[src/rtl/sfifo_rd_bridge_if.sv]
// Handshake bundle between sfifo_rd_bridge, its FIFO read port and the downstream stream.
// master: the bridge side; slave: the FIFO/consumer environment side.
interface sfifo_rd_bridge_if #(
   parameter int unsigned FIFO_WIDTH = 8
);
   logic                  fifo_empty;
   logic [FIFO_WIDTH-1:0] fifo_rdata;
   logic                  fifo_ren;
   logic                  m_valid;
   logic [FIFO_WIDTH-1:0] m_data;
   logic                  m_ready;

   modport master (
      input  fifo_empty,
      input  fifo_rdata,
      input  m_ready,
      output fifo_ren,
      output m_valid,
      output m_data
   );

   modport slave (
      output fifo_empty,
      output fifo_rdata,
      output m_ready,
      input  fifo_ren,
      input  m_valid,
      input  m_data
   );
endinterface

[src/rtl/sfifo_rd_bridge.sv]
// Read-side bridge: sfifo read port to valid/ready stream with credit-based skid buffer and flush.
// Define SFIFO_RD_CNT_EN to add the 32-bit delivered-word counter output rd_word_cnt.
module sfifo_rd_bridge #(
   parameter int unsigned FIFO_WIDTH = 8,
   parameter int unsigned RD_LATENCY = 1,
   parameter int unsigned BUF_DEEP   = RD_LATENCY + 1
) (
   input  logic              clk_sys,
   input  logic              reset,
   sfifo_rd_bridge_if.master bus_io,
   input  logic              flush,
   output logic              flush_done
`ifdef SFIFO_RD_CNT_EN
   ,
   output logic [31:0]       rd_word_cnt
`endif
);

   localparam int unsigned PtrW = (BUF_DEEP > 2) ? 2 : 1;
   localparam int unsigned CntW = 3;

   typedef enum logic [1:0] {StRun, StFlush, StDone} state_e;

   state_e                state_q, state_d;
   logic [RD_LATENCY-1:0] iss_q, iss_d;
   logic [CntW-1:0]       inflight_q, inflight_d;
   logic [CntW-1:0]       buf_cnt_q, buf_cnt_d;
   logic [PtrW-1:0]       wr_ptr_q, wr_ptr_d;
   logic [PtrW-1:0]       rd_ptr_q, rd_ptr_d;
   logic [FIFO_WIDTH-1:0] mem_q [BUF_DEEP];

   logic       valid, pop, ret, push, ren;
   logic [3:0] credit;

   function automatic logic [PtrW-1:0] ptr_inc(input logic [PtrW-1:0] p);
      return (p == PtrW'(BUF_DEEP - 1)) ? '0 : p + PtrW'(1);
   endfunction

   assign valid  = (buf_cnt_q != '0);
   assign pop    = valid && bus_io.m_ready;
   assign ret    = iss_q[RD_LATENCY-1];
   assign push   = ret && (state_q == StRun) && !flush;
   // Slots already promised (in flight + buffered) minus the one leaving this cycle.
   assign credit = 4'(inflight_q) + 4'(buf_cnt_q) - 4'(pop);
   assign ren    = !reset && (state_q == StRun) && !flush && !bus_io.fifo_empty &&
                   (credit < 4'(BUF_DEEP));

   always_ff @(posedge clk_sys) begin
      if (reset) begin
         state_q <= StRun;
      end else begin
         state_q <= state_d;
      end
   end

   // With nothing in flight there is nothing to drain, so skip straight to DONE.
   always_comb begin
      state_d = state_q;
      unique case (state_q)
         StRun:   if (flush) state_d = (inflight_q == '0) ? StDone : StFlush;
         StFlush: if (inflight_q == '0) state_d = StDone;
         StDone:  state_d = StRun;
         default: state_d = StRun;
      endcase
   end

   always_comb begin
      bus_io.fifo_ren = ren;
      bus_io.m_valid  = valid;
      bus_io.m_data   = mem_q[rd_ptr_q];
      flush_done      = (state_q == StDone);
   end

   always_comb begin
      iss_d[0] = ren;
      for (int unsigned i = 1; i < RD_LATENCY; i++) begin
         iss_d[i] = iss_q[i-1];
      end
      inflight_d = inflight_q + CntW'(ren) - CntW'(ret);
      buf_cnt_d  = buf_cnt_q;
      wr_ptr_d   = wr_ptr_q;
      rd_ptr_d   = rd_ptr_q;
      if ((state_q != StRun) || flush) begin
         buf_cnt_d = '0;
         wr_ptr_d  = '0;
         rd_ptr_d  = '0;
      end else begin
         if (push) wr_ptr_d = ptr_inc(wr_ptr_q);
         if (pop) rd_ptr_d = ptr_inc(rd_ptr_q);
         buf_cnt_d = buf_cnt_q + CntW'(push) - CntW'(pop);
      end
   end

   always_ff @(posedge clk_sys) begin
      if (reset) begin
         iss_q      <= '0;
         inflight_q <= '0;
         buf_cnt_q  <= '0;
         wr_ptr_q   <= '0;
         rd_ptr_q   <= '0;
         for (int unsigned i = 0; i < BUF_DEEP; i++) begin
            mem_q[i] <= '0;
         end
      end else begin
         iss_q      <= iss_d;
         inflight_q <= inflight_d;
         buf_cnt_q  <= buf_cnt_d;
         wr_ptr_q   <= wr_ptr_d;
         rd_ptr_q   <= rd_ptr_d;
         if (push) mem_q[wr_ptr_q] <= bus_io.fifo_rdata;
      end
   end

`ifdef SFIFO_RD_CNT_EN
   logic [31:0] word_cnt_q;

   always_ff @(posedge clk_sys) begin
      if (reset) begin
         word_cnt_q <= '0;
      end else if (pop) begin
         word_cnt_q <= word_cnt_q + 32'd1;
      end
   end

   assign rd_word_cnt = word_cnt_q;
`endif

endmodule
[src/flat_wrapper.sv]
// flat-port wrapper written by rule: the top's interface ports become plain ports
module sfifo_rd_bridge_flat 
#(
   parameter int unsigned FIFO_WIDTH = 8,
   parameter int unsigned RD_LATENCY = 1,
   parameter int unsigned BUF_DEEP   = RD_LATENCY + 1
)
  (clk_sys, reset, flush, flush_done, bus_io_fifo_empty, bus_io_fifo_rdata, bus_io_m_ready, bus_io_fifo_ren, bus_io_m_valid, bus_io_m_data);
  sfifo_rd_bridge_if #(.FIFO_WIDTH(FIFO_WIDTH)) bus_io_i ();
  input  logic clk_sys;
  input  logic reset;
  input  logic flush;
  output logic flush_done;
  input wire logic [$bits(bus_io_i.fifo_empty)-1:0] bus_io_fifo_empty;
  input wire logic [$bits(bus_io_i.fifo_rdata)-1:0] bus_io_fifo_rdata;
  input wire logic [$bits(bus_io_i.m_ready)-1:0] bus_io_m_ready;
  output wire logic [$bits(bus_io_i.fifo_ren)-1:0] bus_io_fifo_ren;
  output wire logic [$bits(bus_io_i.m_valid)-1:0] bus_io_m_valid;
  output wire logic [$bits(bus_io_i.m_data)-1:0] bus_io_m_data;
  assign bus_io_i.fifo_empty = bus_io_fifo_empty;
  assign bus_io_i.fifo_rdata = bus_io_fifo_rdata;
  assign bus_io_i.m_ready = bus_io_m_ready;
  assign bus_io_fifo_ren = bus_io_i.fifo_ren;
  assign bus_io_m_valid = bus_io_i.m_valid;
  assign bus_io_m_data = bus_io_i.m_data;
  sfifo_rd_bridge #(.FIFO_WIDTH(FIFO_WIDTH), .RD_LATENCY(RD_LATENCY), .BUF_DEEP(BUF_DEEP)) u_core (.clk_sys(clk_sys), .reset(reset), .bus_io(bus_io_i), .flush(flush), .flush_done(flush_done));
endmodule
[config.mk]
export PLATFORM = sky130hd
export DESIGN_NAME = sfifo_rd_bridge_flat
export DESIGN_NICKNAME = d
export VERILOG_FILES = /design/src/rtl/sfifo_rd_bridge_if.sv /design/src/rtl/sfifo_rd_bridge.sv /design/src/flat_wrapper.sv
export SDC_FILE = /design/constraint.sdc
export NUM_CORES = 1
export LEC_CHECK = 0
export ABC_AREA = 1
export BUFFER_PORTS_ARGS = -buffer_cell sky130_fd_sc_hd__buf_2
export CORE_MARGIN = 1
export CORE_UTILIZATION = 59
export DETAILED_ROUTE_END_ITERATION = 16
export GPL_ROUTABILITY_DRIVEN = 0
export PLACE_DENSITY = 0.85
export SYNTH_ARGS = -nofsm -noshare
export SYNTH_HDL_FRONTEND = slang
export SYNTH_SLANG_ARGS = --single-unit
[constraint.sdc]
create_clock -name clk_sys -period 9.4 [get_ports clk_sys]
set_clock_uncertainty 0.2 [all_clocks]
set_input_delay 0.94 -clock clk_sys [delete_from_list [all_inputs] [get_ports clk_sys]]
set_output_delay 0.94 -clock clk_sys [all_outputs]
set_load 0.005 [all_outputs]
-- Word level (Yosys, flattened, before mapping)
Memories as Yosys holds them, arrays and structs flattened. A register that Yosys moved wholly into a read port is not among the register bits.
Cells that the tools add are included.
- $lt $le $gt $ge: 1
- reduce and logical (&&, ||, !) cells: 18
- multiplexer cells: 16
- equality and inequality tests: 4
- add/subtract/negate cells: 8
- operator list (kind ; number):
    2-to-1 mux 1 bit ; 11
    2-to-1 mux 8 bit ; 1
    OR reduction 8 bit ; 1
    logical AND 1 bit ; 7
    adder 3 x 1 -> 3 bit ; 2
    2-to-1 mux 2 bit ; 3
    subtractor 3 x 1 -> 3 bit ; 2
    adder 3 x 3 -> 4 bit ; 1
    < comparator 4 x 2 -> 1 bit, second input constant ; 1
    one-hot mux 2 bit (2 select lines) ; 1
    subtractor 4 x 1 -> 4 bit ; 1
    logical NOT 1 bit ; 3
    logical NOT 3 bit ; 1
    nonzero test 3 bit ; 1
    adder 1 bit, second input constant ; 2
    == test 2 x 1 -> 1 bit, second input constant ; 1
    == test 2 bit, second input constant ; 1
    logical NOT 2 bit ; 1
    != test 2 x 1 -> 1 bit, second input constant ; 1
    != test 2 bit, second input constant ; 1
    AND reduction 2 bit ; 1
    nonzero test 2 bit ; 1
    OR reduction 2 bit ; 1
    logical OR 1 bit ; 1
- RAM bits: 16
- register bits: 11
- output and inout bits: 11
- logic and storage cells: 54
- memories: 1
- memories (memory ; words ; width ; read ports ; clocked after Yosys merged registers in ; wr ports ; RTL line ; RTL):
    u_core.mem_q ; 2 ; 8 ; 1 ; 1 ; 2 ; sfifo_rd_bridge.sv:30 ; logic [FIFO_WIDTH-1:0] mem_q [BUF_DEEP];

-- Logic depth before layout (Yosys ltp)
- depth in word-level cells: 8
- depth in mapped cells: 21
- depth with buffers taken out: 21

-- Worst setup path before layout
Ideal clock, no wire load.
- path type: input-to-reg
- start point: input port bus_io_m_ready
- end point: register u_core.inflight_q[2]
- setup time: 0.116 ns
- path slack: 5.799 ns
- stages on the path: 18
- arrival: 3.285 ns
- path buffers: 0
- cells stage by stage: nand2_1 -> inv_1 -> ha_1 -> nor2_1 -> inv_1 -> fa_1 -> o21ai_0 -> inv_1 -> nand3_2 -> inv_1 -> nand2_1 -> ha_1 -> inv_1 -> ha_1 -> fa_1 -> inv_1 -> and2_1 -> nor2_1
- longest elaborated chain between the ends: 6
- RTL lines (what ; RTL line ; RTL):
    start: declaration ; flat_wrapper.sv:16 ; input wire logic [$bits(bus_io_i.m_ready)-1:0] bus_io_m_ready;
    logical AND 1 bit ; sfifo_rd_bridge.sv:40 ; assign pop = valid && bus_io.m_ready;
    via u_core.pop ; sfifo_rd_bridge.sv:32 ; logic valid, pop, ret, push, ren;
    subtractor 4 x 1 -> 4 bit ; sfifo_rd_bridge.sv:44 ; assign credit = 4'(inflight_q) + 4'(buf_cnt_q) - 4'(pop);
    < comparator 4 x 2 -> 1 bit ; sfifo_rd_bridge.sv:46 ; (credit < 4'(BUF_DEEP));
    logical AND 1 bit ; sfifo_rd_bridge.sv:45 ; assign ren = !reset && (state_q == StRun) && !flush && !bus_io.fifo_empty &&
    adder 3 x 1 -> 3 bit ; sfifo_rd_bridge.sv:79 ; inflight_d = inflight_q + CntW'(ren) - CntW'(ret);
    subtractor 3 x 1 -> 3 bit ; sfifo_rd_bridge.sv:79 ;
    end signal: assignment ; sfifo_rd_bridge.sv:106 ; inflight_q <= inflight_d;
    end: declaration ; sfifo_rd_bridge.sv:26 ; logic [CntW-1:0] inflight_q, inflight_d;
The timed path passes the listed nets, and every way through them passes these cells.
A chain may end at the register's enable or synchronous reset.

-- Worst setup path after layout
- start point: input port bus_io_m_ready
- end point: output port bus_io_fifo_ren
- longest elaborated chain between the ends: 4
- RTL lines (what ; RTL line ; RTL):
    logical AND 1 bit ; sfifo_rd_bridge.sv:40 ;
    via u_core.pop ; sfifo_rd_bridge.sv:32 ;
    subtractor 4 x 1 -> 4 bit ; sfifo_rd_bridge.sv:44 ;
    < comparator 4 x 2 -> 1 bit ; sfifo_rd_bridge.sv:46 ;
    logical AND 1 bit ; sfifo_rd_bridge.sv:45 ;
    end: declaration ; flat_wrapper.sv:17 ; output wire logic [$bits(bus_io_i.fifo_ren)-1:0] bus_io_fifo_ren;
The timed path passes the listed nets, and every way through them passes these cells.

==> summary.md <==
| Metric | Value |
|---|---|
| Die X | around 52 um |
| Post-synthesis compound-gate area fraction | around 3.7% |
| Setup Buffers After CTS | 0 |
| Most common flop cell mapped by yosys | edfxtp_1 |
| Clk sink count | 28 |
| Overall Global Routing Usage | roughly a fifth |
| Antenna viol nets, final | 0 |
| Num CTS Buffers | 3 |
| Routed WL per cell | ~11 um |
| Vias | just over 1000 |
| Hold crit path type | reg -> reg |
| Number of vias per cell | 5.02 |
| Drt pass-1 iters | 4 |
| Critical Path Source Type | input pin |
| Final HPWL DP | around 1900 um |
| Max clock buf depth | 2 |
| Critical path class | in -> out |
| Synth Warn # | 0 |
| Unique masters post-synth | 24 |
| Critical path data required time | ~8.3 ns |
| Simple-gate share of the synthesized area | between 15 and 20% |
| Final Non-Filler Cells | about 210 |
| Register bit total from synthesis | 28 |
| Largest family of logic cells by synthesized area | simple AND/OR/NAND/NOR gates |
| Status | complete, no violations |
| CTS tree | yes |
| Top cell type's share of synthesized area | roughly a third |
| Post-synth EDFFs | 16 |
| IO Count | 24 |
| Pins Over Slew Limit | 0 |
| Crit path max fanout | 3 |
| Die Ht | around 52 um |
| Layout cells sized above 1 | between 20 and 25% |
| Placed instance count | about 200 |
| Antenna violations before repair | 0 |
| Area growth, synth to finish | 11.8% |
| First-pass GRT wire length | about 3900 um |
| CP Cell Sequence | buf_2 -> nand2_1 -> inv_1 -> ha_1 -> nor2_1 -> inv_1 -> fa_1 -> o21ai_0 -> inv_1 -> nand3_2 -> a21oi_1 -> buf_2 |
| Most numerous cell in the Yosys netlist | inv_1 |
| Power per cell area | ~180 nW/um2 |
| Most used cell, CP | inv_1 |
| Nets | between 200 and 250 |
| LEAKAGE | roughly 0.8 nW |
| Post-Synth XOR/XNOR Area | less than 1% |
| Syn Area/Cell | roughly 9.6 um2 |
| Synth top area cells | edfxtp_1 33%, dfxtp_1 17%, inv_1 9.3% |
| Max_cap viols | 0 |
| Clock transition at path regs | about 0.14 ns |
| IO buf count | 23 |
| CP arrival | between 2 and 3 ns |
| CTS Root Cell | clkbuf_4 |
| Largest net degree at the start of global routing | 16 |
| N_diodes | 0 |
| Final core occ | a little under three quarters |
| Starting Density | between 60% and 70% |
| Async set-or-reset flop fraction in the synthesized netlist | 0% |
| Slew HR | between 70% and 80% |
| H-tree Lvls | 1 |
| Worst Setup End Kind | output pin |
| Post-cts resize count | 0 |
| Core ar. | 2280 um2 |
| Mapped Cells | between 150 and 200 |
| CTS Hold Bufs | 0 |
| Slowest CP cell | fa_1 |
| Fmax | ~270 MHz |
| Final min period | about 3.7 ns |
| Number of DRC markers in iteration 0 | 19 |
| Worst-Margin Slew | ~0.36 ns |
| Final setup violating endpoints | 0 |
| Die footprint | roughly 2700 um2 |
| Largest stage delay, worst path | ~0.47 ns |
| Worst-skew pair later-pin latency | ~0.32 ns |
| Syn Nets | approximately 180 |
| Final Hold Vio Count | 0 |
| Grt ovf | 0 |
| Synth Area in Adders | a little under an eighth |
| Max VDD drop | between 0.1 and 0.15 mV |
| Setup TNS | 0 ns |
| Sequential area share after synthesis | between 40% and 50% |
| Vias in the first global route | between 900 and 1000 |
| Drt drc | 0 |
| Part of the cycle the worst path needs | between 30% and 40% |
| Synth cell count leaders | 36 x inv_1, 26 x nor2_1, 16 x edfxtp_1, 14 x nand2_1, 12 x dfxtp_1 |
| Post-synthesis mux area share | roughly 6.2% |
| Cell taking the most area after synthesis | edfxtp_1 |
| Hold WS | 0.286 ns |
| Cell Area, Synth | around 1500 um2 |
| RSZ-0062 raised after global routing | false |
| Std cell rows | 17 |
| Total Wirelength | around 2300 um |
-- cell families after synthesis --
group                      count (synthesis)
AOI/OAI and AO/OA                         10
xor gates and xnor gates                   1
adders and majority gates                 12
buffers and inverters                     39
DFF                                       28
muxes                                      8
and+or+nand+nor                           54
-- metal layers --
metal  routed length [um]  track usage, %  up-vias
li1                     -               -      526
met1                 1000            24.1      477
met2                 1160            34.6       25
met3                   76            2.63        6
met4                   40            9.46        0
met5                    0               0        -
-- worst max-delay path, delay by kind of cell --
kind | cells | cell delay, ns
buffers and inverters | 5 | 0.43
adders and majority gates | 2 | 0.75
and+or+nand+nor | 3 | 0.27
AOI/OAI and AO/OA | 2 | 0.19
-- power by group --
| part | leakage [nW] | internal [mW] | switching [mW] |
|---|---|---|---|
| registers | 0.263 | 0.143 | 0.00912 |
| clock network | 0.0154 | 0.0156 | 0.0327 |
| logic | 0.532 | 0.0398 | 0.0574 |
-- worst paths after layout --
check                                           from                   end  slack, ns  cells past startpoint
worst max-delay path                  bus_io_m_ready       bus_io_fifo_ren       5.68                     12
worst min-delay path            u_core.inflight_q[1]     u_core.state_q[1]       0.29                      1
worst max register to register   u_core.buf_cnt_q[1]  u_core.inflight_q[2]       6.03                     20
worst min register to register  u_core.inflight_q[1]     u_core.state_q[1]       0.29                      1
-- state kept, by name, indices dropped and copies added, names as in the netlist, named ones only --
register / cells
u_core.rd_ptr_q: 1
u_core.iss_q: 1
u_core.mem_q: 16
u_core.inflight_q: 3
u_core.buf_cnt_q: 3
u_core.state_q: 2
u_core.wr_ptr_q: 1
-- per-stage QoR --
stage               worst slack (ns)  instance area [um2]  power (mW)
floorplan                       5.80                 1450       0.227
global placement                5.61                 1600       0.247
detailed placement              5.55                 1600       0.254
CTS                             5.67                 1630       0.302
global route                    5.51                 1630       0.325
finish                          5.68                 1630       0.297
-- area by class of cell --
cell class              instances  area (um2)
clock buffers                   3        22.5
repair buffers                 23         115
multi-input cells              85         586
inverters                      38         143
well taps                      28        35.0
clock inverters                 1        3.75
fillers                       174         651
flip-flops and latches         28         721
-- layout by cell type (no fill, tap or decap), types with 2 or more instances in the layout --
cell	instances
nand2_1	14
fa_1	3
ha_1	9
buf_2	23
mux2_2	8
nand3_1	3
inv_2	2
nand2_2	2
a21oi_1	5
clkbuf_4	3
nor2_2	2
nor2_1	26
dfxtp_1	12
edfxtp_1	16
o21ai_0	3
nor2_4	2
inv_1	36
Note: power is estimated with default switching activity, not from simulation.
